File: config.mk
export PLATFORM = sky130hd
export DESIGN_NAME = ram_arbiter
export DESIGN_NICKNAME = d
export VERILOG_FILES = /design/src/rtl/mem_pkg.sv /design/src/rtl/access_timer.sv /design/src/rtl/ram_arbiter.sv
export SDC_FILE = /design/constraint.sdc
export NUM_CORES = 1
export LEC_CHECK = 0
export BUFFER_PORTS_ARGS = -buffer_cell sky130_fd_sc_hd__clkbuf_2
export CORE_MARGIN = 2
export CORE_UTILIZATION = 45
export DETAILED_ROUTE_END_ITERATION = 12
export HOLD_SLACK_MARGIN = 0.1
export PLACE_DENSITY = 0.8
export SLEW_MARGIN = 20
export SYNTH_ARGS = -nofsm -noshare
export SYNTH_HDL_FRONTEND = slang
export SYNTH_SLANG_ARGS = --single-unit
File: constraint.sdc
create_clock -name CLK -period 5.5 [get_ports CLK]
set_input_delay 1.1 -clock CLK [delete_from_list [all_inputs] [get_ports CLK]]
set_output_delay 1.1 -clock CLK [all_outputs]
set_load 0.02 [all_outputs]
File: src/rtl/mem_pkg.sv
// Shared types for the instruction/data RAM arbiter: the arbiter FSM states
// and the class of requester that was served most recently.
package mem_pkg;

    typedef enum logic [1:0] {
        IDLE  = 2'd0,
        DATA  = 2'd1,
        INSTR = 2'd2
    } state_e;

    typedef enum logic {
        SERVED_DATA  = 1'b0,
        SERVED_INSTR = 1'b1
    } served_e;

endpackage

File: src/rtl/access_timer.sv
// Per-access wait counter; expired_o rises on the last cycle an access may
// spend waiting for the RAM before the arbiter gives up on it.
module access_timer #(
    parameter int TIMEOUT = 255
) (
    input  logic clk,
    input  logic rst,
    input  logic clear_i,
    input  logic enable_i,
    output logic expired_o
);
    localparam int W = (TIMEOUT < 2) ? 1 : $clog2(TIMEOUT);

    logic [W-1:0] count_q;

    assign expired_o = (count_q == W'(TIMEOUT - 1));

    always_ff @(posedge clk or posedge rst) begin
        if (rst) begin
            count_q <= '0;
        end else if (clear_i) begin
            count_q <= '0;
        end else if (enable_i && !expired_o) begin
            count_q <= count_q + W'(1);
        end
    end

endmodule

File: src/rtl/ram_arbiter.sv
// Round-robin arbiter giving instruction fetches and data accesses turns at a
// single-ported RAM, with one access in flight and a per-access timeout.
module ram_arbiter
    import mem_pkg::*;
#(
    parameter int TIMEOUT = 255
) (
    input  logic        CLK,
    input  logic        RST,
    input  logic        iren,
    input  logic [31:0] imemaddr,
    input  logic        dren,
    input  logic        dwen,
    input  logic [31:0] dmemaddr,
    input  logic [31:0] dmemstore,
    input  logic [31:0] ramload,
    input  logic        ram_ready,
    output logic [31:0] ramaddr,
    output logic [31:0] ramstore,
    output logic        ramREN,
    output logic        ramWEN,
    output logic        ihit,
    output logic        dhit,
    output logic [31:0] imemload,
    output logic [31:0] dmemload,
    output logic        err
);
    state_e      state_q, state_d;
    served_e     last_q, last_d;
    logic [31:0] addr_q, addr_d;
    logic [31:0] store_q, store_d;
    logic        write_q, write_d;
    logic        ihit_q, ihit_d;
    logic        dhit_q, dhit_d;
    logic [31:0] imem_q, imem_d;
    logic [31:0] dmem_q, dmem_d;
    logic        err_q, err_d;

    logic dataPend, instrPend, grantData, grantInstr, expired;

    // A requester whose hit is pulsing still holds its request; mask it so it is not served twice.
    assign dataPend   = (dren | dwen) & ~dhit_q;
    assign instrPend  = iren & ~ihit_q;
    assign grantData  = dataPend & (~instrPend | (last_q == SERVED_INSTR));
    assign grantInstr = instrPend & ~grantData;

    access_timer #(.TIMEOUT(TIMEOUT)) u_timer (
        .clk      (CLK),
        .rst      (RST),
        .clear_i  (state_q == IDLE),
        .enable_i ((state_q != IDLE) && !ram_ready),
        .expired_o(expired)
    );

    always_comb begin
        state_d = state_q;
        last_d  = last_q;
        addr_d  = addr_q;
        store_d = store_q;
        write_d = write_q;
        ihit_d  = 1'b0;
        dhit_d  = 1'b0;
        imem_d  = imem_q;
        dmem_d  = dmem_q;
        err_d   = err_q;
        unique case (state_q)
            IDLE: begin
                if (grantData) begin
                    state_d = DATA;
                    addr_d  = dmemaddr;
                    store_d = dmemstore;
                    write_d = dwen;
                end else if (grantInstr) begin
                    state_d = INSTR;
                    addr_d  = imemaddr;
                    store_d = '0;
                    write_d = 1'b0;
                end
            end
            DATA: begin
                if (ram_ready) begin
                    dhit_d  = 1'b1;
                    dmem_d  = write_q ? dmem_q : ramload;
                    state_d = IDLE;
                    last_d  = SERVED_DATA;
                end else if (expired) begin
                    err_d   = 1'b1;
                    state_d = IDLE;
                    last_d  = SERVED_DATA;
                end
            end
            INSTR: begin
                if (ram_ready) begin
                    ihit_d  = 1'b1;
                    imem_d  = ramload;
                    state_d = IDLE;
                    last_d  = SERVED_INSTR;
                end else if (expired) begin
                    err_d   = 1'b1;
                    state_d = IDLE;
                    last_d  = SERVED_INSTR;
                end
            end
            default: state_d = IDLE;
        endcase
    end

    // Reset starts with instruction marked as last served so data wins the first contention.
    always_ff @(posedge CLK or posedge RST) begin
        if (RST) begin
            state_q <= IDLE;
            last_q  <= SERVED_INSTR;
            addr_q  <= '0;
            store_q <= '0;
            write_q <= 1'b0;
            ihit_q  <= 1'b0;
            dhit_q  <= 1'b0;
            imem_q  <= '0;
            dmem_q  <= '0;
            err_q   <= 1'b0;
        end else begin
            state_q <= state_d;
            last_q  <= last_d;
            addr_q  <= addr_d;
            store_q <= store_d;
            write_q <= write_d;
            ihit_q  <= ihit_d;
            dhit_q  <= dhit_d;
            imem_q  <= imem_d;
            dmem_q  <= dmem_d;
            err_q   <= err_d;
        end
    end

    assign ramREN   = (state_q == INSTR) | ((state_q == DATA) & ~write_q);
    assign ramWEN   = (state_q == DATA) & write_q;
    assign ramaddr  = (state_q == IDLE) ? 32'h0 : addr_q;
    assign ramstore = (state_q == DATA) ? store_q : 32'h0;
    assign ihit     = ihit_q;
    assign dhit     = dhit_q;
    assign imemload = imem_q;
    assign dmemload = dmem_q;
    assign err      = err_q;

endmodule

Yosys cells after proc, flatten, opt, wreduce, memory -nomap -nowiden
Cells that the tools add are included.
{"block": "word_totals", "register_bits": 143, "latchBits": 0, "ram_bits": 0, "rom_bits": 0, "input_bits": 134, "out_inout_bits": 133, "word_cells": 73, "n_memories": 0}
{"block": "op_classes", "add_sub_neg": 1, "mul": 0, "n_div": 0, "n_lt_le_gt_ge": 0, "n_eq_ne": 7, "n_shift": 0, "muxes": 23, "bitwise": 15, "reduce_logical": 16}
{"operator": "$mux 32", "n": 6}
{"operator": "$mux 8", "n": 2}
{"operator": "$mux 1", "n": 9}
{"operator": "$reduce_and 3->1", "n": 3}
{"operator": "$add 8x1->8 const B", "n": 1}
{"operator": "$eq 8x8->1 const B", "n": 1}
{"operator": "$mux 2", "n": 4}
{"operator": "$reduce_bool 2->1", "n": 4}
{"operator": "$and 1x1->1", "n": 6}
{"operator": "$ne 3x2->1 const B", "n": 2}
{"operator": "$not 1->1", "n": 6}
{"operator": "$reduce_and 2->1", "n": 3}
{"operator": "$pmux 2 s2", "n": 1}
{"operator": "$ne 3x1->1 const B", "n": 1}
{"operator": "$ne 3x3->1 const B", "n": 1}
{"operator": "$or 1x1->1", "n": 3}
{"operator": "$eq 2x1->1 const B", "n": 1}
{"operator": "$eq 2x2->1 const B", "n": 1}
{"operator": "$logic_and 1x1->1", "n": 2}
{"operator": "$logic_not 1->1", "n": 2}
{"operator": "$logic_not 2->1", "n": 1}
{"operator": "$pmux 1 s2", "n": 1}
{"operator": "$reduce_or 2->1", "n": 1}

Longest topological paths before layout
Gate-level depths: netlist of the first run.
{"block": "depth", "ltp_word": 10, "ltp_mapped": 8, "ltp_nobuf": 6}

Modules after synthesis
A second synthesis of the first run with hierarchy kept.
{"block": "unflattened", "cells_unflattened": 564, "area_unflattened_um2": 6517.5}
{"mod": "ram_arbiter", "instances": 1, "cells_per_inst": 512, "area_per_inst_um2": 6028.3, "seq_area_each_um2": 3379.5}
{"mod": "access_timer", "instances": 1, "cells_per_inst": 52, "area_per_inst_um2": 489.2, "seq_area_each_um2": 200.2}

Worst setup path after synthesis of the first run
OpenSTA, ideal clock, no wires.
{"block": "synth_path", "kind": "reg2out", "start": "reg state_q[0]", "end": "out ramaddr[28]", "arrival_time_ps": 1287, "required_ps": 4400, "path_slack_ps": 3113, "path_stages_with_launch": 6, "path_buffers": 2, "cell_sequence": "dfrtp_1 -> inv_1 -> ha_1 -> clkbuf_1 -> clkbuf_1 -> nor2b_1"}
{"block": "synth_via", "elab_chain_cells": 2}
{"element": "start: declaration", "line": "ram_arbiter.sv:28", "rtl": "state_e state_q, state_d;"}
{"element": "start signal: assignment", "line": "ram_arbiter.sv:122", "rtl": "state_q <= state_d;"}
{"element": "$logic_not 2->1", "line": "ram_arbiter.sv:137", "rtl": "assign ramaddr = (state_q == IDLE) ? 32'h0 : addr_q;"}
{"element": "$mux 32", "line": "ram_arbiter.sv:137"}
{"element": "end: declaration", "line": "ram_arbiter.sv:18", "rtl": "output logic [31:0] ramaddr,"}
No other way between the ends.

Final worst setup path of the first run
{"block": "layout_path", "start": "reg state_q[1]", "end": "out ramstore[30]"}
{"block": "layout_via", "elab_chain_cells": 2}
{"element": "$eq 2x1->1", "line": "ram_arbiter.sv:138", "rtl": "assign ramstore = (state_q == DATA) ? store_q : 32'h0;"}
{"element": "$mux 32", "line": "ram_arbiter.sv:138"}
{"element": "end: declaration", "line": "ram_arbiter.sv:19", "rtl": "output logic [31:0] ramstore,"}
No other way between the ends.

==> run summary, run 1 <==
Syn_nets - 674
Worst-Margin Slew - 0.9284 ns
Clock sinks - 143
Reg2Reg Capture Point - addr_q[2]
Leakage power total - 4.184 nW
Most frequent cells in the layout - clkbuf_2, dfrtp_1, mux2_2
Drt pass-1 iters - 4
R2r setup slk - 3.28 ns
Final hold violation count - 0
Routed wire length - 16.24 mm
FF-to-FF path depth - 7
Die Span X - 122.3 microns
Register area share after synthesis - 56.81%
Final setup TNS - 0 ns
Critical Path RT - 4.40 ns
Class of the worst hold path - reg -> reg
# DRC - 0
Pin count of the biggest net entering global routing - 106
Peak supply drop - 0.3472 mV
Synthesized instance count - 535
Core area - 13770 sq um
Status - complete, no violations
Clock slew at reported path FFs - 0.06 ns
Clock Tree Root - clkbuf_16
TritonCTS clock tree - built
Distinct cells, synth - 40
GRT overflow - 0
Vias - 5012
Fmax - 0.3449 GHz
Initial antenna violation count - 1
Cts hold-fix bufs - 0
P&R area growth vs syn - 31.47%
RePlAce Congestion - 0.7737
Largest area contributor in the netlist - dfrtp_1
Starting Density - 45.75%
Synth top area share - 56.39%
Post-route ant nets - 0
Nets - 931
Vias in the first global route - 5155
Crit Path Category - reg -> out
I/O Buffers - 266
Global-route wire length before repair - 25.71 mm
Final Skew - 0.005970 ns
Max-cap violations - 0
Vias/cell - 5.104
Pwr/cell area - 628.3 nW/um^2
H-tree depth - 4
RSZ-0062 raised after global routing - no
Crit path time final - 2.899 ns
PostCTS Resize Cnt - 0
Syn_area_per_cell - 11.78 sq um
Share of cells above drive strength 1 - 50.00%
Rel. slew slack - 38.10%
Final worst-path cycle share - 52.71%
Die Height - 122.3 microns
Wire per inst - 16.54 microns
Post-CTS Setup Bufs - 0
RR Startpoint - state_q[0]
Crit. End Element - primary output
Async SR Flop Fraction - 100.0%
Final Slew Violations - 0
Worst setup SP type - flop
Commonest non-fill, non-tap cell in the layout - clkbuf_2
Skew-Pair Late Insertion Delay - 0.41 ns
Crit path to - ramstore[30]
Crit path launch - state_q[1]
Seq cells post-synth - 143
Top Ports - 267
Syn Std Cell Area - 6301 sq um
CTS Buffer Depth - 2
Number of inserted diodes - 0
Setup violators final - 0
Ys Warns - 0
Crit path DAT - 1.80 ns
Primary FF master, synth - dfrtp_1
Max FO, Critical Path - 37
WHS - 0.4582 ns
Iter 0 DRT Violations - 213
CTS buffer count - 17
Most area-consuming cells after synthesis - dfrtp_1, mux2_2, a22o_1
Row count - 43
Die Area - 14960 sq um
Detailed placement HPWL - 11.27 mm
Post-synth EDFFs - 0
GRT Util Overall - 22.22%
registers in the layout (all words and copies together), names as in the netlist:
signal	flops
err	1
write_q	1
store_q	32
dmemload	32
dhit	1
u_timer.count_q	8
ihit	1
imemload	32
addr_q	32
last_q	1
state_q	2
area by class of cell:
type	instances	area [sq um]
clock buffer	18	429.2
clock inverter	11	121.4
fill	1189	5489
inverter	8	35.03
multi-input combinational	349	2510
sequential	143	3580
tap	180	225.2
timing repair buffer	273	1384
worst max-delay path: stages, from the launching register on:
cell and delay, ns:
dfrtp_1 0.39, inv_1 0.09, ha_2 0.51, and2_1 0.22, clkbuf_2 0.17
cell families (layout without fill, tap and decap cells):
kind of cell | count (synthesis) | after routing | share of synthesized area (%)
AOI/OAI and AO/OA | 118 | 118 | 13.34
DFF | 143 | 143 | 56.81
buffers and inverters | 43 | 310 | 3.574
and+or+nand+nor | 158 | 158 | 13.28
adders and majority gates | 5 | 5 | 0.9929
muxes | 64 | 64 | 11.44
xor gates and xnor gates | 4 | 4 | 0.5561
how the worst min path moves through the flow:
stage,start,endpoint,slack [ns],cells past startpoint
3_5_place_dp,err,err,0.46,1
6_report,err,err,0.46,1
4_1_cts,err,err,0.47,1
5_1_grt,err,err,0.49,1
2_1_floorplan,store_q[0],store_q[0],0.46,1
3_3_place_gp,err,err,0.46,1
cells in the mapped netlist, drive strengths merged (3+ instances only):
master and count:
dfrtp 142, a21oi 66, mux2 64, nor2 40
nand2 38, a22o 36, and2 36, nor2b 35
buf 26, clkbuf 9, inv 8, ha 5
o21ai 5, xor2 3
where the power goes:
group	internal, mW	switching, mW
logic	0.904	1.44
clock network	0.657	0.422
registers	1.54	0.249
total	3.10	2.11
metal layers:
layer / vias to the layer above / track usage (%) / routed length, microns / part of all wire, %
met5: - / 0 / 17 / 0.10
met4: 2 / 7.615 / 294 / 1.8
met2: 194 / 37.29 / 8252 / 51
met3: 27 / 8.736 / 1418 / 8.7
met1: 2442 / 25.98 / 6256 / 39
li1: 2347 / - / - / -
per-stage QoR:
stage	area, sq um	power [mW]	util, %	setup WS [ns]	std cells
after floorplan	6301	3.415	-	0.5637	535
after global placement	7731	4.086	56.13	2.483	953
after detailed placement	7731	4.158	56.13	2.420	953
after CTS	8282	5.270	60.13	2.212	982
after global routing	8284	5.555	60.15	2.410	982
final	8284	5.205	60.15	2.601	982
Power figures use the tool's default switching activity.
==> inputs of run 2 (changes only) <==
--- a/config.mk
+++ b/config.mk
@@ -7,7 +7,7 @@
 export LEC_CHECK = 0
 export BUFFER_PORTS_ARGS = -buffer_cell sky130_fd_sc_hd__clkbuf_2
 export CORE_MARGIN = 2
-export CORE_UTILIZATION = 45
+export CORE_UTILIZATION = 43
 export DETAILED_ROUTE_END_ITERATION = 12
 export HOLD_SLACK_MARGIN = 0.1
 export PLACE_DENSITY = 0.8
==> constraint.sdc (replaced) <==
create_clock -name CLK -period 2.45 [get_ports CLK]
set_input_delay 0.49 -clock CLK [delete_from_list [all_inputs] [get_ports CLK]]
set_output_delay 0.49 -clock CLK [all_outputs]
set_load 0.02 [all_outputs]
==> run 2 against run 1 <==
Sequential power rose by 120%. Total power rose by 130%. Clock-buffer cell count rose by 1. Combinational power rose by 130%. Wire length fell by 0.64%. Clock skew rose by 0.0055 ns. Critical path type unchanged. Die area rose by 4.5%. Sequential cell count did not move. Non-clock buffer count rose by 5. Clock power rose by 130%. Worst hold slack got worse by 0.18 ns.
==> run summary, run 2 (synthesis gave the netlist of run 1 again) <==
RePlAce Congestion - 0.8133 (was 0.7737)
Crit. End Element - primary output (unchanged)
CP top delay family - buffers and inverters (was adder cells)
Setup ws final - 0.1505 ns (was 2.601 ns)
Metal3 WL - 1.341 mm (was 1.418 mm)
Crit-path cells - inv_1, ha_1, buf_12, and2_1, clkbuf_2 (was inv_1, ha_2, and2_1, clkbuf_2)
CP Buf/Inv Count - 3 (was 2)
Slowest-stage cell, CP - dfrtp_1 (was ha_2)
Setup violators final - 0 (unchanged)
Vias in the first global route - 5119 (was 5155)
Peak supply drop - 0.9202 mV (was 0.3472 mV)
Class of the worst hold path - in -> reg (was reg -> reg)
Vias - 5093 (was 5012)
Pin count of the biggest net entering global routing - 73 (was 106)
Max FO, Critical Path - 24 (was 37)
Crit Path Category - reg -> out (unchanged)
Leakage power total - 4.230 nW (was 4.184 nW)
Highest Signal Layer - met4 (was met5)
H-tree depth - 4 (unchanged)
M1 WL - 6.540 mm (was 6.256 mm)
Util after Layout - 58.26% (was 60.15%)
Vias/cell - 5.129 (was 5.104)
RSZ-0062 raised after global routing - no (unchanged)
GRT overflow - 0 (unchanged)
Dpl cells - 961 (was 953)
Crit path DAT - 1.81 ns (was 1.80 ns)
Rel. slew slack - 65.49% (was 38.10%)
Final worst-path cycle share - 93.86%
Final Skew - 0.01144 ns (was 0.005970 ns)
Share of cells above drive strength 1 - 50.31% (was 50.00%)
Die Height - 125.1 microns (was 122.3 microns)
Post-route ant nets - 0 (unchanged)
Routed wire length - 16.14 mm (was 16.24 mm)
Clock sinks - 143 (unchanged)
Final cell count without fillers - 993 (was 982)
Commonest non-fill, non-tap cell in the layout - clkbuf_2 (unchanged)
Final Slew Violations - 0 (unchanged)
Core area - 14420 sq um (was 13770 sq um)
GRT Util Overall - 21.03% (was 22.22%)
Nets - 936 (was 931)
DP Worst Slack - 0.4717 ns (was 2.420 ns)
Clock slew at reported path FFs - 0.06 ns (about the same)
# DRC - 0 (unchanged)
Routed wl met2 - 7.895 mm (was 8.252 mm)
P&R area growth vs syn - 33.36% (was 31.47%)
Worst-Margin Slew - 0.5176 ns (was 0.9284 ns)
Crit-path max cell delay - 0.40 ns (was 0.51 ns)
Row count - 44 (was 43)
Top Ports - 267 (unchanged)
Starting Density - 43.68% (was 45.75%)
Most frequent cells in the layout - clkbuf_2, dfrtp_1, mux2_2 (unchanged)
Fmax - 0.4349 GHz
Clock Tree Root - clkbuf_16 (unchanged)
Skew-Pair Late Insertion Delay - 0.42 ns (was 0.41 ns)
Pwr/cell area - 1411 nW/um^2 (was 628.3 nW/um^2)
Drt pass-1 iters - 6 (was 4)
CTS buffer count - 17 (unchanged)
Die Span X - 125.1 microns (was 122.3 microns)
Critical Path RT - 1.96 ns (was 4.40 ns)
TritonCTS clock tree - built (unchanged)
Die Area - 15640 sq um (was 14960 sq um)
Wire per inst - 16.25 microns (was 16.54 microns)
Detailed placement HPWL - 11.41 mm (was 11.27 mm)
Final hold violation count - 0 (unchanged)
CTS Buffer Depth - 2 (unchanged)
Crit path time final - 2.300 ns
Tot Pwr - 11.85 mW (was 5.205 mW)
I/O Buffers - 266 (unchanged)
Global-route wire length before repair - 26.16 mm (was 25.71 mm)
Worst setup SP type - flop (unchanged)
Final setup TNS - 0 ns (unchanged)
Number of inserted diodes - 0 (unchanged)
Iter 0 DRT Violations - 287 (was 213)
Initial antenna violation count - 0 (was 1)
Status - complete, no violations (unchanged)
Max-cap violations - 0 (unchanged)
## run 2: cell count changes in the layout (fill, tap and decap cells not counted), sizes merged
cell         before  now
clkinvlp          2    4
clkinv            7    3
inv               8   12
clkbuf          284  285
buf               7   11
bufinv            2    1
dlygate4sd3       0    1
## run 2: worst paths after layout
kind / from / cells after the start / to / slack [ns]
min in group asynchronous: RST / 3 / dmemload[27] / 0.63
setup / recovery: state_q[1] / 5 / ramstore[7] / 0.15
setup reg to reg: state_q[1] / 6 / dmemload[26] / 0.48
hold / removal: imemaddr[3] / 3 / addr_q[3] / 0.28
max in group asynchronous: RST / 4 / store_q[31] / 1.12
hold reg to reg: err / 1 / err / 0.50
## run 2: metal layers
layer | track usage, % | up-vias
met4 | 7.908 | 0
met1 | 25.70 | 2495
met2 | 34.43 | 209
met3 | 7.488 | 32
met5 | 0 | -
li1 | - | 2357
## run 2: report_power, final
group | internal [mW] | total (mW) | leakage (nW) | switching (mW)
clock | 1.47 | 2.51 | 0.275 | 1.04
sequential | 3.45 | 4.00 | 1.74 | 0.549
combinational | 2.10 | 5.35 | 2.22 | 3.25
## run 2: final cells by class
type,instances,area (sq um)
fillers,1245,6021
well taps,184,230.2
multi-input cells,349,2507
inverters,8,33.78
repair buffers,278,1474
clock buffers,19,452.9
flip-flops and latches,143,3580
clock inverters,12,125.1
## run 2: worst reg2reg max path, delay by kind of cell, from the launching register on
family	cells	cell delay [ns]
buffers and inverters	3	0.68
multiplexers	1	0.41
flip-flops	1	0.37
adder cells (fa/ha/maj)	1	0.32
AND/OR/NAND/NOR	1	0.08
## run 2: per-stage QoR
step | hold WS, ns | cell area, sq um
floorplan | 0.4643 | 6305
global placement | 0.4774 | 7815
detailed placement | 0.4850 | 7815
CTS | 0.2647 | 8403
global route | 0.2713 | 8403
finish | 0.2821 | 8403
## run 2: timing repair
action,CTS,global route
hold buffers,1,0
setup buffers,0,0
hold endpoints to repair,15,0
gates resized for setup,0,0
==> inputs of run 3 (changes only) <==
--- a/config.mk
+++ b/config.mk
@@ -5,12 +5,13 @@
 export SDC_FILE = /design/constraint.sdc
 export NUM_CORES = 1
 export LEC_CHECK = 0
+export ABC_AREA = 1
 export BUFFER_PORTS_ARGS = -buffer_cell sky130_fd_sc_hd__clkbuf_2
 export CORE_MARGIN = 2
-export CORE_UTILIZATION = 43
+export CORE_UTILIZATION = 44
 export DETAILED_ROUTE_END_ITERATION = 12
 export HOLD_SLACK_MARGIN = 0.1
-export PLACE_DENSITY = 0.8
+export PLACE_DENSITY = 0.81
 export SLEW_MARGIN = 20
 export SYNTH_ARGS = -nofsm -noshare
 export SYNTH_HDL_FRONTEND = slang
==> run 3 against run 2 <==
Combinational power is 11% lower. Non-clock buffer count is 3 higher. Maximum frequency is 4.1% higher. Critical path depth stayed put. Area after synthesis is 4.1% higher. Core utilization is 1.4 points higher. Clock-buffer cell count is 1 higher. Wire length is 6.7% higher. Critical path type unchanged. Critical endpoint is now ramaddr[3].
==> run summary, run 3 <==
Most area-consuming cells after synthesis - dfrtp_1, nand2_1, o21ai_0 (was dfrtp_1, mux2_2, a22o_1)
Seq cells post-synth - 143 (unchanged)
Post-route ant nets - 0 (unchanged)
Reg2Reg Capture Point - store_q[14] (was dmemload[26])
# DRC - 0 (unchanged)
Die Span X - 126.1 microns (was 125.1 microns)
Vias/cell - 4.736 (was 5.129)
Final setup TNS - 0 ns (unchanged)
Clock power frac - 24.0% (was 21.1%)
Class of the worst hold path - in -> async (was in -> reg)
Final Slew Violations - 0 (unchanged)
Routed wire length - 17.22 mm (was 16.14 mm)
Row count - 44 (unchanged)
Synth top area share - 54.16% (was 56.39%)
Final cell count without fillers - 1291 (was 993)
R2r setup slk - 0.62 ns (was 0.48 ns)
Post-synth EDFFs - 0 (unchanged)
Primary FF master, synth - dfrtp_1 (unchanged)
Number of inserted diodes - 0 (unchanged)
Crit Path Category - reg -> out (unchanged)
Vias in the first global route - 5819 (was 5119)
Final worst-path cycle share - 90.16% (was 93.86%)
Initial antenna violation count - 0 (unchanged)
Max FO, Critical Path - 7 (was 24)
Pwr/cell area - 1305 nW/um^2 (was 1411 nW/um^2)
Global-route wire length before repair - 28.05 mm (was 26.16 mm)
Ys Warns - 0 (unchanged)
FF-to-FF path depth - 5 (was 6)
Die Area - 15910 sq um (was 15640 sq um)
Core area - 14530 sq um (was 14420 sq um)
Drt pass-1 iters - 5 (was 6)
Synthesized instance count - 837 (was 535)
Share of cells above drive strength 1 - 29.18% (was 50.31%)
Distinct cells, synth - 24 (was 40)
Dpl cells - 1259 (was 961)
Peak supply drop - 0.7228 mV (was 0.9202 mV)
Crit path to - ramaddr[3] (was ramstore[7])
Iter 0 DRT Violations - 286 (was 287)
PostCTS Resize Cnt - 0 (unchanged)
Fill count - 1302 (was 1245)
Clock Tree Root - clkbuf_16 (unchanged)
Top Ports - 267 (unchanged)
Status - complete, no violations (unchanged)
RePlAce Congestion - 0.8672 (was 0.8133)
Starting Density - 45.14% (was 43.68%)
Skew-Pair Late Insertion Delay - 0.42 ns (about the same)
Dpl cell area - 8049 sq um (was 7815 sq um)
Crit path launch - state_q[0] (was state_q[1])
TritonCTS clock tree - built (unchanged)
Synth cell count leaders - nand2_1, dfrtp_1, inv_1, o21ai_0, nand3_1 (was dfrtp_1, mux2_2, a21oi_1, nor2_1, nand2_1)
Clock sinks - 143 (unchanged)
Worst-Margin Slew - 0.7213 ns (was 0.5176 ns)
Pin count of the biggest net entering global routing - 86 (was 73)
Most frequent cells in the layout - nand2_1, clkbuf_2, dfrtp_1 (was clkbuf_2, dfrtp_1, mux2_2)
Cts hold-fix bufs - 0 (was 1)
Crit. End Element - primary output (unchanged)
Crit path time final - 2.209 ns (was 2.300 ns)
Commonest non-fill, non-tap cell in the layout - nand2_1 (was clkbuf_2)
Leakage power total - 5.237 nW (was 4.230 nW)
Critical Path RT - 1.96 ns (about the same)
Detailed placement HPWL - 12.57 mm (was 11.41 mm)
Clock slew at reported path FFs - 0.06 ns (about the same)
Worst setup SP type - flop (unchanged)
Switching share of power - 42.02% (was 40.81%)
RSZ-0062 raised after global routing - no (unchanged)
Nets - 1233 (was 936)
Sequential share of power - 34.1% (was 33.7%)
Wire per inst - 13.34 microns (was 16.25 microns)
Die Height - 126.1 microns (was 125.1 microns)
Power Internal - 6.559 mW (was 7.017 mW)
Setup violators final - 0 (unchanged)
CTS Buffer Depth - 2 (unchanged)
CTS buffer count - 17 (unchanged)
Final hold violation count - 0 (unchanged)
Vias - 6114 (was 5093)
NetSw - 4.755 mW (was 4.837 mW)
Rel. slew slack - 51.80% (was 65.49%)
Syn_area_per_cell - 7.839 sq um (was 11.78 sq um)
Async SR Flop Fraction - 100.0% (unchanged)
Crit path DAT - 1.72 ns (was 1.81 ns)
RR Startpoint - last_q (was state_q[1])
Syn Std Cell Area - 6561 sq um (was 6301 sq um)
I/O Buffers - 266 (unchanged)
Final Skew - 0.008126 ns (was 0.01144 ns)
Design Area, Final - 8667 sq um (was 8403 sq um)
Largest area contributor in the netlist - dfrtp_1 (unchanged)
GRT Util Overall - 21.99% (was 21.03%)
H-tree depth - 4 (unchanged)
Register area share after synthesis - 54.56% (was 56.81%)
Fmax - 0.4527 GHz (was 0.4349 GHz)
P&R area growth vs syn - 32.09% (was 33.36%)
Gate power share - 41.9% (was 45.1%)
GRT overflow - 0 (unchanged)
Cell with the most instances after synthesis - nand2_1 (was dfrtp_1)
Syn_nets - 976 (was 674)
Max-cap violations - 0 (unchanged)
Post-CTS Setup Bufs - 0 (unchanged)
run 3: cell types whose count changed in the layout (fill, tap and decap cells not counted), sizes merged, moves of 42 or more:
cell | previous run | this run
nand3 | 2 | 44
nand2 | 38 | 338
inv | 12 | 113
o21ai | 5 | 97
mux2 | 64 | 0
a21oi | 66 | 2
run 3: layout make-up:
class,instances,area (sq um),share of cell area [%]
clock buffers,20,436.7,5.038
clock inverters,12,181.4,2.093
inverters,110,416.7,4.807
multi-input cells,541,2341,27.01
flip-flops and latches,143,3580,41.30
well taps,184,230.2,2.656
repair buffers,281,1481,17.09
run 3: cell families (layout without fill, tap and decap cells):
group | after synthesis | count (layout) | share of synthesized area (%)
adder cells (fa/ha/maj) | 5 | 5 | 0.9535
AND/OR/NAND/NOR | 431 | 431 | 26.16
flip-flops | 143 | 143 | 54.56
buffers and inverters | 153 | 423 | 9.916
AO/OA/AOI/OAI | 102 | 102 | 8.009
XOR/XNOR | 3 | 3 | 0.4005
run 3: layer usage:
| metal | share of wire, % | vias up | track usage, % |
|---|---|---|---|
| li1 | - | 3051 | - |
| met1 | 43 | 2781 | 29.12 |
| met2 | 46 | 260 | 34.69 |
| met3 | 8.9 | 22 | 7.477 |
| met4 | 1.4 | 0 | 6.206 |
| met5 | 0 | - | 0 |
run 3: how the worst min path moves through the flow:
stage | start | to | slack, ns | depth (start not counted)
2_1_floorplan | last_q | last_q | 0.44 | 2
3_3_place_gp | last_q | last_q | 0.45 | 2
5_1_grt | RST | imemload[3] | 0.20 | 3
6_report | RST | dmemload[3] | 0.17 | 3
4_1_cts | RST | imemload[2] | 0.18 | 3
3_5_place_dp | last_q | last_q | 0.45 | 2
run 3: critical path, stage by stage, from the launching register on:
cell and delay, ns:
dfrtp_1 0.38, inv_1 0.08, ha_1 0.25, buf_4 0.19
nor2_1 0.20, clkbuf_2 0.21
run 3: stage by stage:
| step | total power, mW | hold slack, ns | util (%) | setup slack (ns) |
|---|---|---|---|---|
| after floorplan | 7.086 | 0.4383 | - | 0.1698 |
| after global placement | 8.513 | 0.4501 | 55.38 | 0.5050 |
| after detailed placement | 8.657 | 0.4492 | 55.38 | 0.4852 |
| after CTS | 11.42 | 0.1817 | 59.63 | 0.2327 |
| after global routing | 12.17 | 0.1957 | 59.63 | 0.1309 |
| final | 11.31 | 0.1680 | 59.63 | 0.2410 |
run 3: power groups by stage:
stage	clock [mW]	combinational, mW	sequential [mW]
after floorplan	0	2.70	4.38
after CTS	2.77	4.79	3.86
after global routing	2.88	5.32	3.97
final	2.72	4.74	3.86
after detailed placement	0	4.79	3.87
after global placement	0	4.66	3.85
